===== src/rtl/act_writeback_if.sv =====
// rtl/act_writeback_if.sv - job, activation-stream and unified-buffer write signals of act_writeback
interface act_writeback_if #(
    parameter int ADDR_W = 8,
    parameter int CNT_W  = 10
);
    logic                     start;
    logic [ADDR_W-1:0]        base_addr;
    logic [CNT_W-1:0]         num_vals;
    logic [4:0]               shift;
    logic                     valid_in;
    logic signed [31:0]       data_in;
    logic                     ub_wr_en;
    logic [ADDR_W-1:0]        ub_wr_addr;
    logic [31:0]              ub_wr_data;
    logic                     busy;
    logic                     done;

    modport master (
        output start, base_addr, num_vals, shift, valid_in, data_in,
        input  ub_wr_en, ub_wr_addr, ub_wr_data, busy, done
    );

    modport slave (
        input  start, base_addr, num_vals, shift, valid_in, data_in,
        output ub_wr_en, ub_wr_addr, ub_wr_data, busy, done
    );
endinterface


===== src/rtl/act_writeback.sv =====
// rtl/act_writeback.sv - requantizes activated values to int8 and packs them four per unified-buffer word
module act_writeback #(
    parameter int ADDR_W = 8,
    parameter int CNT_W  = 10
) (
    input  logic          clk,
    input  logic          reset,
    act_writeback_if.slave bus
);
    typedef enum logic [1:0] {
        S_IDLE = 2'd0,
        S_RUN  = 2'd1,
        S_DONE = 2'd2
    } state_t;

    state_t state, state_next;

    logic              take_start;
    logic              accept;
    logic              emit;
    logic              last_val;
    logic              word_full;

    logic [CNT_W-1:0]  num_q;
    logic [CNT_W-1:0]  cnt_q;
    logic [4:0]        shift_q;
    logic [ADDR_W-1:0] addr_q;
    logic [23:0]       pack_q;
    logic [1:0]        idx_q;

    logic              wr_en_q;
    logic [ADDR_W-1:0] wr_addr_q;
    logic [31:0]       wr_data_q;

    logic signed [32:0] ext;
    logic signed [32:0] rnd;
    logic signed [32:0] sum;
    logic signed [32:0] q;
    logic [7:0]         qbyte;
    logic [31:0]        word;

    assign last_val  = ((cnt_q + CNT_W'(1)) == num_q);
    assign word_full = (idx_q == 2'd3);

    always_ff @(posedge clk) begin
        if (reset) begin
            state <= S_IDLE;
        end else begin
            state <= state_next;
        end
    end

    always_comb begin
        state_next = state;
        take_start = 1'b0;
        accept     = 1'b0;
        emit       = 1'b0;
        case (state)
            S_IDLE: begin
                if (bus.start) begin
                    take_start = 1'b1;
                    state_next = (bus.num_vals == '0) ? S_DONE : S_RUN;
                end
            end
            S_RUN: begin
                if (bus.valid_in) begin
                    accept = 1'b1;
                    emit   = last_val || word_full;
                    if (last_val) begin
                        state_next = S_DONE;
                    end
                end
            end
            S_DONE: begin
                state_next = S_IDLE;
            end
            default: begin
                state_next = S_IDLE;
            end
        endcase
    end

    // 33-bit signed round-half-up then arithmetic shift; the extra bit absorbs the rounding carry.
    always_comb begin
        ext = {bus.data_in[31], bus.data_in};
        rnd = (shift_q == 5'd0) ? 33'sd0 : (33'sd1 <<< (shift_q - 5'd1));
        sum = ext + rnd;
        q   = sum >>> shift_q;
        if (q > 33'sd127) begin
            qbyte = 8'h7f;
        end else if (q < -33'sd128) begin
            qbyte = 8'h80;
        end else begin
            qbyte = q[7:0];
        end
        // Bytes above idx_q in pack_q are always zero, so a partial word comes out zero-padded.
        word = {8'h00, pack_q} | ({24'h000000, qbyte} << {idx_q, 3'b000});
    end

    always_ff @(posedge clk) begin
        if (reset) begin
            num_q     <= '0;
            cnt_q     <= '0;
            shift_q   <= '0;
            addr_q    <= '0;
            pack_q    <= '0;
            idx_q     <= '0;
            wr_en_q   <= 1'b0;
            wr_addr_q <= '0;
            wr_data_q <= '0;
        end else begin
            wr_en_q <= 1'b0;
            if (take_start) begin
                num_q   <= bus.num_vals;
                shift_q <= bus.shift;
                addr_q  <= bus.base_addr;
                cnt_q   <= '0;
                idx_q   <= '0;
                pack_q  <= '0;
            end
            if (accept) begin
                cnt_q <= cnt_q + CNT_W'(1);
                if (emit) begin
                    wr_en_q   <= 1'b1;
                    wr_addr_q <= addr_q;
                    wr_data_q <= word;
                    addr_q    <= addr_q + ADDR_W'(1);
                    idx_q     <= '0;
                    pack_q    <= '0;
                end else begin
                    pack_q <= word[23:0];
                    idx_q  <= idx_q + 2'd1;
                end
            end
        end
    end

    assign bus.ub_wr_en   = wr_en_q && !reset;
    assign bus.ub_wr_addr = bus.ub_wr_en ? wr_addr_q : '0;
    assign bus.ub_wr_data = bus.ub_wr_en ? wr_data_q : '0;
    assign bus.busy       = (state == S_RUN) && !reset;
    assign bus.done       = (state == S_DONE) && !reset;
endmodule


===== src/flat_wrapper.sv =====
// flat-port wrapper written by rule: the top's interface ports become plain ports
module act_writeback_flat 
#(
    parameter int ADDR_W = 8,
    parameter int CNT_W  = 10
)
  (clk, reset, bus_start, bus_base_addr, bus_num_vals, bus_shift, bus_valid_in, bus_data_in, bus_ub_wr_en, bus_ub_wr_addr, bus_ub_wr_data, bus_busy, bus_done);
  act_writeback_if #(.ADDR_W(ADDR_W), .CNT_W(CNT_W)) bus_i ();
  input  logic clk;
  input  logic reset;
  input wire logic [$bits(bus_i.start)-1:0] bus_start;
  input wire logic [$bits(bus_i.base_addr)-1:0] bus_base_addr;
  input wire logic [$bits(bus_i.num_vals)-1:0] bus_num_vals;
  input wire logic [$bits(bus_i.shift)-1:0] bus_shift;
  input wire logic [$bits(bus_i.valid_in)-1:0] bus_valid_in;
  input wire logic [$bits(bus_i.data_in)-1:0] bus_data_in;
  output wire logic [$bits(bus_i.ub_wr_en)-1:0] bus_ub_wr_en;
  output wire logic [$bits(bus_i.ub_wr_addr)-1:0] bus_ub_wr_addr;
  output wire logic [$bits(bus_i.ub_wr_data)-1:0] bus_ub_wr_data;
  output wire logic [$bits(bus_i.busy)-1:0] bus_busy;
  output wire logic [$bits(bus_i.done)-1:0] bus_done;
  assign bus_i.start = bus_start;
  assign bus_i.base_addr = bus_base_addr;
  assign bus_i.num_vals = bus_num_vals;
  assign bus_i.shift = bus_shift;
  assign bus_i.valid_in = bus_valid_in;
  assign bus_i.data_in = bus_data_in;
  assign bus_ub_wr_en = bus_i.ub_wr_en;
  assign bus_ub_wr_addr = bus_i.ub_wr_addr;
  assign bus_ub_wr_data = bus_i.ub_wr_data;
  assign bus_busy = bus_i.busy;
  assign bus_done = bus_i.done;
  act_writeback #(.ADDR_W(ADDR_W), .CNT_W(CNT_W)) u_core (.clk(clk), .reset(reset), .bus(bus_i));
endmodule

===== config.mk =====
export PLATFORM = sky130hd
export DESIGN_NAME = act_writeback_flat
export DESIGN_NICKNAME = d
export VERILOG_FILES = /design/src/rtl/act_writeback_if.sv /design/src/rtl/act_writeback.sv /design/src/flat_wrapper.sv
export SDC_FILE = /design/constraint.sdc
export NUM_CORES = 1
export LEC_CHECK = 0
export ABC_AREA = 1
export BUFFER_PORTS_ARGS = -buffer_cell sky130_fd_sc_hd__buf_2
export CORE_MARGIN = 10
export CORE_UTILIZATION = 35
export CTS_BUF_LIST = sky130_fd_sc_hd__clkbuf_8
export CTS_CLUSTER_DIAMETER = 80
export CTS_CLUSTER_SIZE = 20
export DETAILED_ROUTE_END_ITERATION = 12
export HOLD_SLACK_MARGIN = 0.02
export PLACE_DENSITY_LB_ADDON = 0.15
export SYNTH_ARGS = -nofsm -noshare
export SYNTH_HDL_FRONTEND = slang
export SYNTH_SLANG_ARGS = --single-unit

===== constraint.sdc =====
create_clock -name clk -period 13.41 [get_ports clk]
set_clock_uncertainty 0.05 [all_clocks]
set_input_delay 1.341 -clock clk [delete_from_list [all_inputs] [get_ports clk]]
set_output_delay 1.341 -clock clk [all_outputs]
set_load 0.02 [all_outputs]

# == After elaboration in Yosys (flattened, before gate mapping) ==
# Index checks and enable logic that the tools add are counted.
# classes
n_bitwise,2
addsub,5
n_lt_le_gt_ge,2
n_reduce_logical,12
shift,3
n_eq_ne,7
mux,28
# ops
op,count
two-way mux 24 bit,3
two-way mux 8 bit,6
adder 32 x 33 -> 33 bit,1
> comparator 33 x 8 -> 1 bit (second input constant),1
< comparator 33 x 8 -> 1 bit (second input constant),1
two-way mux 33 bit,1
<<< shifter 2 x 5 -> 33 bit (first input constant),1
>>> shifter 33 x 5 -> 33 bit,1
two-way mux 32 bit,1
bitwise OR 24 x 32 -> 32 bit,1
left shift 8 x 5 -> 32 bit,1
two-way mux 10 bit,2
two-way mux 2 bit,7
adder 10 x 1 -> 10 bit (second input constant),1
== test 10 bit,1
logical NOT 10 bit,1
adder 8 x 1 -> 8 bit (second input constant),1
two-way mux 1 bit,7
logical NOT 5 bit,1
subtractor 5 x 1 -> 5 bit (second input constant),1
== test 2 bit (second input constant),2
inequality test 2 bit (second input constant),2
one-hot mux 2 bit (2 select lines),1
logical AND 1 bit,3
11 further kinds,11
# word_totals
word_cells,69
in_bits,59
output_inout_bits,43
regBits,102

# == Logic depth before layout (Yosys ltp) ==
# Gate-level depths: netlist (run 1).
# logic_depth
word_depth,12
depth_mapped,42
depth_no_buf,39

# == Least setup slack after synthesis (run 1) ==
# Ideal clock, no wire load.
# synth_timing
path_kind,register to register
startpoint,register u_core.shift_q[3]
endpoint,register u_core.wr_data_q[0]
slack_ns,9.046
setup_ns,0.109
arrival_ns,4.205
stages_incl_launch_ff,42
period_less_slack_ns,4.364
cell_sequence,dfxtp_1 -> buf_2 -> inv_1 -> buf_2 -> clkbuf_1 -> a21oi_1 -> or2_2 -> clkbuf_1 -> inv_1 -> nor2_1 -> ha_1 -> nand2_1 -> inv_1 -> nand2_1 -> nand2_1 -> inv_2 -> nand2_2 -> nand2_1 -> (+6 left out) -> nand2_4 -> nand2_2 -> nand2_2 -> nand3_2 -> nand2_1 -> nand2_1 -> nand2_1 -> nand2_1 -> nor2_1 -> nand2_1 -> nor2_1 -> nand2_1 -> nand3_4 -> nand2_4 -> nand3_2 -> nand3_1 -> nand2_1 -> inv_1
# synth_between
elab_chain_cells,10
elab_cells_between_ends,12
classes_between,add/sub (2); order compare (2); shift (3); mux (3); bitwise (1); reduce/logical (1)
# synth_rtl
element,line_no,rtl
"start, declared",act_writeback.sv:26,logic [4:0] shift_q;
"start signal, assigned",act_writeback.sv:115,shift_q <= bus.shift;
subtractor 5 x 1 -> 5 bit,act_writeback.sv:86,rnd = (shift_q == 5'd0) ? 33'sd0 : (33'sd1 <<< (shift_q - 5'd1));
<<< shifter 2 x 5 -> 33 bit,act_writeback.sv:86,
two-way mux 33 bit,act_writeback.sv:86,
adder 32 x 33 -> 33 bit,act_writeback.sv:87,sum = ext + rnd;
>>> shifter 33 x 5 -> 33 bit (*),act_writeback.sv:88,q = sum >>> shift_q;
< comparator 33 x 8 -> 1 bit,act_writeback.sv:91,end else if (q < -33'sd128) begin
two-way mux 8 bit,act_writeback.sv:91,
two-way mux 8 bit (*),act_writeback.sv:89,if (q > 33'sd127) begin
left shift 8 x 5 -> 32 bit (*),act_writeback.sv:97,"word = {8'h00, pack_q} | ({24'h000000, qbyte} << {idx_q, 3'b000});"
bitwise OR 24 x 32 -> 32 bit (*),act_writeback.sv:97,
"end signal, assigned",act_writeback.sv:126,wr_data_q <= word;
"end, declared",act_writeback.sv:33,logic [31:0] wr_data_q;
# Every way passes the cells marked *; elsewhere a longest branch is shown, timed or not.
# A chain may end at the register's enable or synchronous reset.

# == Worst setup path in the final report (run 1) ==
# layout_timing
startpoint,register u_core.shift_q[0]
endpoint,register u_core.wr_data_q[9]
# Same word-level chain as after synthesis.

==> metrics.txt, run 1 <==
# IOs just over 100; Die Wd 195.4 um; Num CTS Buffers 9; Syn Inst Count 1,950; Final Util about two fifths; non-filler instance count after layout 2,391; Critical Path RT 13.70 ns; asr flop ratio synth 0%; max-slew violations 0; post-DR wirelength/cell 15.81 um; most used cell, CP nand2_1; RSZ-0062 raised after global routing false; htree depth 3; total track usage 18.97%; Placeable Area 30,510 um2; top post-synthesis cells by area nand2_1 19%, dfxtp_1 19%, nand3_1 17%; Peak VDD IR between 0.00004 and 0.00005 V; Crit-path slowest cell nand2_1; Max Cap Violations 0; Top Family by Delay on Critical Path simple AND/OR/NAND/NOR gates; starting density of the core a little over a third; gr busiest metal met2; period utilization 47.21%; top cell type by total area after synthesis nand2_1; synthesized area 10,770 um2; std cell rows 64; max incr delay on CP 0.48 ns; clock root buffer clkbuf_8; Final Critical Period roughly 6.3 ns; CTS tree done; post-DP HPWL 29,410 um; Post-synth top flop dfxtp_1; nets 2,085; share of layout cells above drive strength 1 12.03%; power per standard cell area 80.86 nW/um2; CTS resizes 0; Post-synth EDFFs 0; clock-pin slew of the registers on the worst-case setup and hold paths 0.10 ns; FF-to-FF setup slack between 7 and 8 ns; Port Buffer Count 101; slew of the pin with the lowest slew margin 1.084 ns; DR DRC count 0; status finished clean; Ys Warns 0; antenna violations before repair 0; setup bufs post-CTS 0; Worst Hold Class reg2reg; Synth Net Count 2,045; global placer's final weighted congestion 0.9421; met2 GRT Util 29.84%; syn_area_per_cell 5.521 um2; post-route ant nets 0; CTS Hold Bufs 0; commonest non-fill, non-tap cell in the layout nand2_1; Synth cell types 45; ANT cells 0; Die Y between 150 and 200 um; buffer and inverter count on the worst path 9; commonest cells after routing, fill and taps aside 545 x nand2_1, 356 x nand3_1, 267 x inv_1; final setup fails 0; Worst-Skew Late Latency 0.38 ns; Seq/Total Area, Yosys 18.97%; CTS max path bufs 2; Total Routed Length around 38,000 um; Detailed Routing Iterations Pass 1 5; Yosys top cell area share 19.04%; via/cell ratio 5.055; slew margin rel. 27.57%; CP max FO 43; Yosys reg bits 102; Critical Path Source Type register; Vias 12,086; CP arrival 6.62 ns; dpl cells between 2,000 and 2,500; Peak Freq ~160 MHz; Leakage Power roughly 6 nW; first-pass GRT wire length 60,230 um; Setup TNS 0 ns; Cell Area, Placed 11,520 um2; GRT overflow 0; number of global-route vias before repair 11,233; die area 38,180 um2; critical path endpoint category register; Hold WS 0.4075 ns; met1 usage a little over a quarter; area delta synth->final 8.716%; CTS Sinks 102; CP Class reg2reg; Design Area, Final 11,710 um2; final hold vios 0; pin count of the biggest net entering global routing 63; initial DRC count ~970; met3 Use GR approximately 2.4%
## synth_stat cells, types with 2 or more instances
cell type,count
a211oi_1,8
a21oi_1,92
a311oi_1,2
a31oi_1,3
and2_1,4
buf_1,18
buf_2,24
clkbuf_1,44
clkinv_1,6
dfxtp_1,102
ha_1,35
inv_1,267
inv_2,7
nand2_1,546
nand2_2,23
nand2_4,10
nand3_1,356
nand3_2,45
nand4_1,8
nor2_1,205
nor2_2,7
nor3_1,9
nor3_2,2
nor4_1,4
o211ai_1,3
o21a_1,2
o21ai_0,65
o21ai_1,2
o21bai_1,4
o22ai_1,2
or2_2,7
xnor2_1,8
xor2_1,18
## area by class of cell
class / count / area [um2]
multi-input cells: 1481 / 7311
fillers: 3480 / 18800
clock inverters: 6 / 50.05
clock buffers: 10 / 137.6
flip-flops and latches: 102 / 2042
repair buffers: 116 / 618.1
well taps: 396 / 495.5
inverters: 280 / 1051
## power by group
group,switching [mW],internal (mW)
Clock,0.119,0.0757
Sequential,0.00758,0.313
Combinational,0.301,0.130
Total,0.428,0.518
## cells by family (layout without fill, tap and decap cells)
family                     Yosys count  after routing  synth area share [%]
other                                1              1               0.03483
xor gates and xnor gates            26             26                 2.115
AOI/OAI and AO/OA                  187            187                 9.332
DFF                                102            102                 18.97
adders and majority gates           36             36                 4.253
and+or+nand+nor                   1231           1231                 52.12
buffers and inverters              367            412                 13.18
## layer usage
layer	vias up	wire, um
met4	0	548
met3	31	1885
li1	6281	-
met2	324	16730
met5	-	0
met1	5450	18630
## per-stage QoR
step           setup WS [ns]  power [mW]
4_1_cts                7.165      0.9463
5_1_grt                6.443       1.017
6_report               7.079      0.9465
2_1_floorplan          9.046      0.6367
3_5_place_dp           7.196      0.7511
3_3_place_gp           7.123      0.7520
## state kept, by name, summed over array words and instances, names as in the netlist
register	count
u_core.pack_q	24
u_core.num_q	10
u_core.wr_data_q	32
u_core.state	2
u_core.idx_q	2
u_core.wr_addr_q	8
u_core.wr_en_q	1
u_core.shift_q	5
u_core.addr_q	8
u_core.cnt_q	10
## tightest hold or removal path: stages (launching register included)
cell,delay (ns)
dfxtp_1,0.31
inv_1,0.06
a21oi_1,0.05
## worst paths after layout
kind,from,end,depth (start not counted)
worst min register to register,u_core.wr_addr_q[4],u_core.wr_addr_q[4],2
worst min-delay path,u_core.wr_addr_q[4],u_core.wr_addr_q[4],2
worst max-delay path,u_core.shift_q[0],u_core.wr_data_q[9],37
worst max register to register,u_core.shift_q[0],u_core.wr_data_q[9],37
(Power assumes the default switching activity.)
==> inputs of run 2 (changes only) <==
Clock period 13.41 ns to 5.64 ns, I/O delays scaled along.
==> run 2 against run 1 <==
Net effect:
- first-iteration DRC count is 15% higher
- clock-buffer cell count is the same
- sequential share of layout area is 0.14 points lower
- final cell count grew 0.33%
- worst setup slack got worse by 6.6 ns
- fmax rose by 24%
- power is 140% higher
- combinational power rose by 140%
- clock power rose by 140%
- largest cell class unchanged
- largest power group unchanged
==> metrics.txt, run 2 (synthesis results as in run 1) <==
worst r2r src u_core.shift_q[3] (was u_core.shift_q[0]); post-DP HPWL 30,450 um (was 29,410 um); max incr delay on CP 0.49 ns (was 0.48 ns); CTS Hold Bufs 0 (unchanged); global placer's final weighted congestion 0.9657 (was 0.9421); Peak Freq 195.1 MHz (was 157.9 MHz); CTS tree done (unchanged); Critical Path Source Type register (unchanged); CTS Sinks 102 (unchanged); area delta synth->final 9.576% (was 8.716%); Top Layer Used met5 (was met4); number of global-route vias before repair 11,331 (was 11,233); slew margin rel. 33.30% (was 27.57%); Worst-Skew Late Latency 0.39 ns (was 0.38 ns); max reg flops 32 (unchanged); initial DRC count 1,112 (was 971); first-pass GRT wire length 62,080 um (was 60,230 um); slew of the pin with the lowest slew margin 0.9995 ns (was 1.084 ns); Peak VDD IR 0.0001036 V (was 0.00004301 V); CP arrival 5.39 ns (was 6.62 ns); Final Util 38.67% (was 38.37%); Die Y 195.4 um (unchanged); Critical Path RT 5.91 ns (was 13.70 ns); commonest non-fill, non-tap cell in the layout nand2_1 (unchanged); Crit. Startpoint u_core.shift_q[3] (was u_core.shift_q[0]); std cell rows 64 (unchanged); Worst Hold Launch bus_num_vals[1] (was u_core.wr_addr_q[4]); antenna violations before repair 1 (was 0); post-DR wirelength/cell 16.18 um (was 15.81 um); Leakage Power 5.974 nW (was 5.917 nW); commonest cells after routing, fill and taps aside 545 x nand2_1, 355 x nand3_1, 268 x inv_1 (was 545 x nand2_1, 356 x nand3_1, 267 x inv_1); nets 2,093 (was 2,085); max-slew violations 0 (unchanged); CTS max path bufs 2 (unchanged); Worst Hold Class in2reg (was reg2reg); Setup TNS 0 ns (unchanged); clock-pin slew of the registers on the worst-case setup and hold paths 0.11 ns (was 0.10 ns); htree depth 3 (unchanged); CP max FO 12 (was 43); Num CTS Buffers 9 (unchanged); DR DRC count 0 (unchanged); power per standard cell area 191.7 nW/um2 (was 80.86 nW/um2); share of layout cells above drive strength 1 12.53% (was 12.03%); Placeable Area 30,510 um2 (unchanged); met2 WL 17,050 um (was 16,730 um); Crit-path slowest cell dfxtp_1 (was nand2_1); die area 38,180 um2 (unchanged); status finished clean (unchanged); Final Critical Period 5.125 ns (was 6.331 ns); ANT cells 0 (unchanged); RSZ-0062 raised after global routing false (unchanged); total track usage 19.77% (was 18.97%); period utilization 90.87% (was 47.21%); Detailed Routing Iterations Pass 1 5 (unchanged); # IOs 102 (unchanged); met3 wire len 2121 um (was 1885 um); Largest Register u_core.wr_data_q (unchanged); via/cell ratio 5.072 (was 5.055); pin count of the biggest net entering global routing 63 (unchanged); most used cell, CP nand2_1 (unchanged); clock root buffer clkbuf_8 (unchanged); final setup fails 0 (unchanged); Max Cap Violations 0 (unchanged); final hold vios 0 (unchanged); GRT overflow 0 (unchanged); CP Class reg2reg (unchanged); Vias 12,167 (was 12,086); Die Wd 195.4 um (unchanged); Hold WS 0.3725 ns (was 0.4075 ns); Port Buffer Count 101 (unchanged); DRT met1 WL 19,010 um (was 18,630 um); starting density of the core 35.29% (unchanged); post-route ant nets 0 (unchanged); Total Routed Length 38,810 um (was 37,800 um); leading registers by flop count u_core.wr_data_q x32, u_core.pack_q x24 (unchanged); critical path endpoint category register (unchanged)
-- run 2: metal layers --
metal  vias up  GRT usage, %
met5         -             0
met4         2         3.931
met3        37         2.912
met2       315         30.29
met1      5494         28.55
li1       6319             -
-- run 2: stage by stage --
step | total power [mW] | cell area (um2) | setup WS (ns) | cells
final | 2.261 | 11800 | 0.5152 | 2399
after global routing | 2.434 | 11800 | 0.01774 | 2399
after CTS | 2.265 | 11780 | 0.5000 | 2399
after detailed placement | 1.793 | 11590 | 0.5641 | 2383
after global placement | 1.795 | 11590 | 0.5277 | 2383
after floorplan | 1.514 | 10770 | 1.276 | 1950
-- run 2: cell type report --
type	count	area [um2]
clock buffers	10	137.6
clock inverters	6	51.30
fillers	3520	18710
inverters	280	1051
multi-input cells	1481	7330
flip-flops and latches	102	2042
well taps	396	495.5
repair buffers	124	690.7
-- run 2: worst paths after layout --
kind,to,slack [ns],cells after the start
setup / recovery,u_core.wr_data_q[30],0.52,32
hold / removal,u_core.num_q[1],0.37,3
setup reg to reg,u_core.wr_data_q[30],0.52,32
hold reg to reg,u_core.wr_addr_q[7],0.42,2
-- run 2: what timing repair did --
| action | CTS | global route |
|---|---|---|
| buffers inserted | 0 | 0 |
| endpoints found under the setup margin | 0 | 45 |
| resized for setup | 0 | 4 |
-- run 2: power by group --
group | internal, mW | switching (mW)
combinational | 0.315 | 0.713
sequential | 0.745 | 0.0232
clock | 0.181 | 0.285
-- run 2: critical path, delay by kind of cell, from the launching register on --
kind / cells / cell delay (ns)
fa+ha+maj: 1 / 0.41
buf+inv: 5 / 0.65
compound gates: 2 / 0.31
simple gates: 24 / 3.18
flops: 1 / 0.49
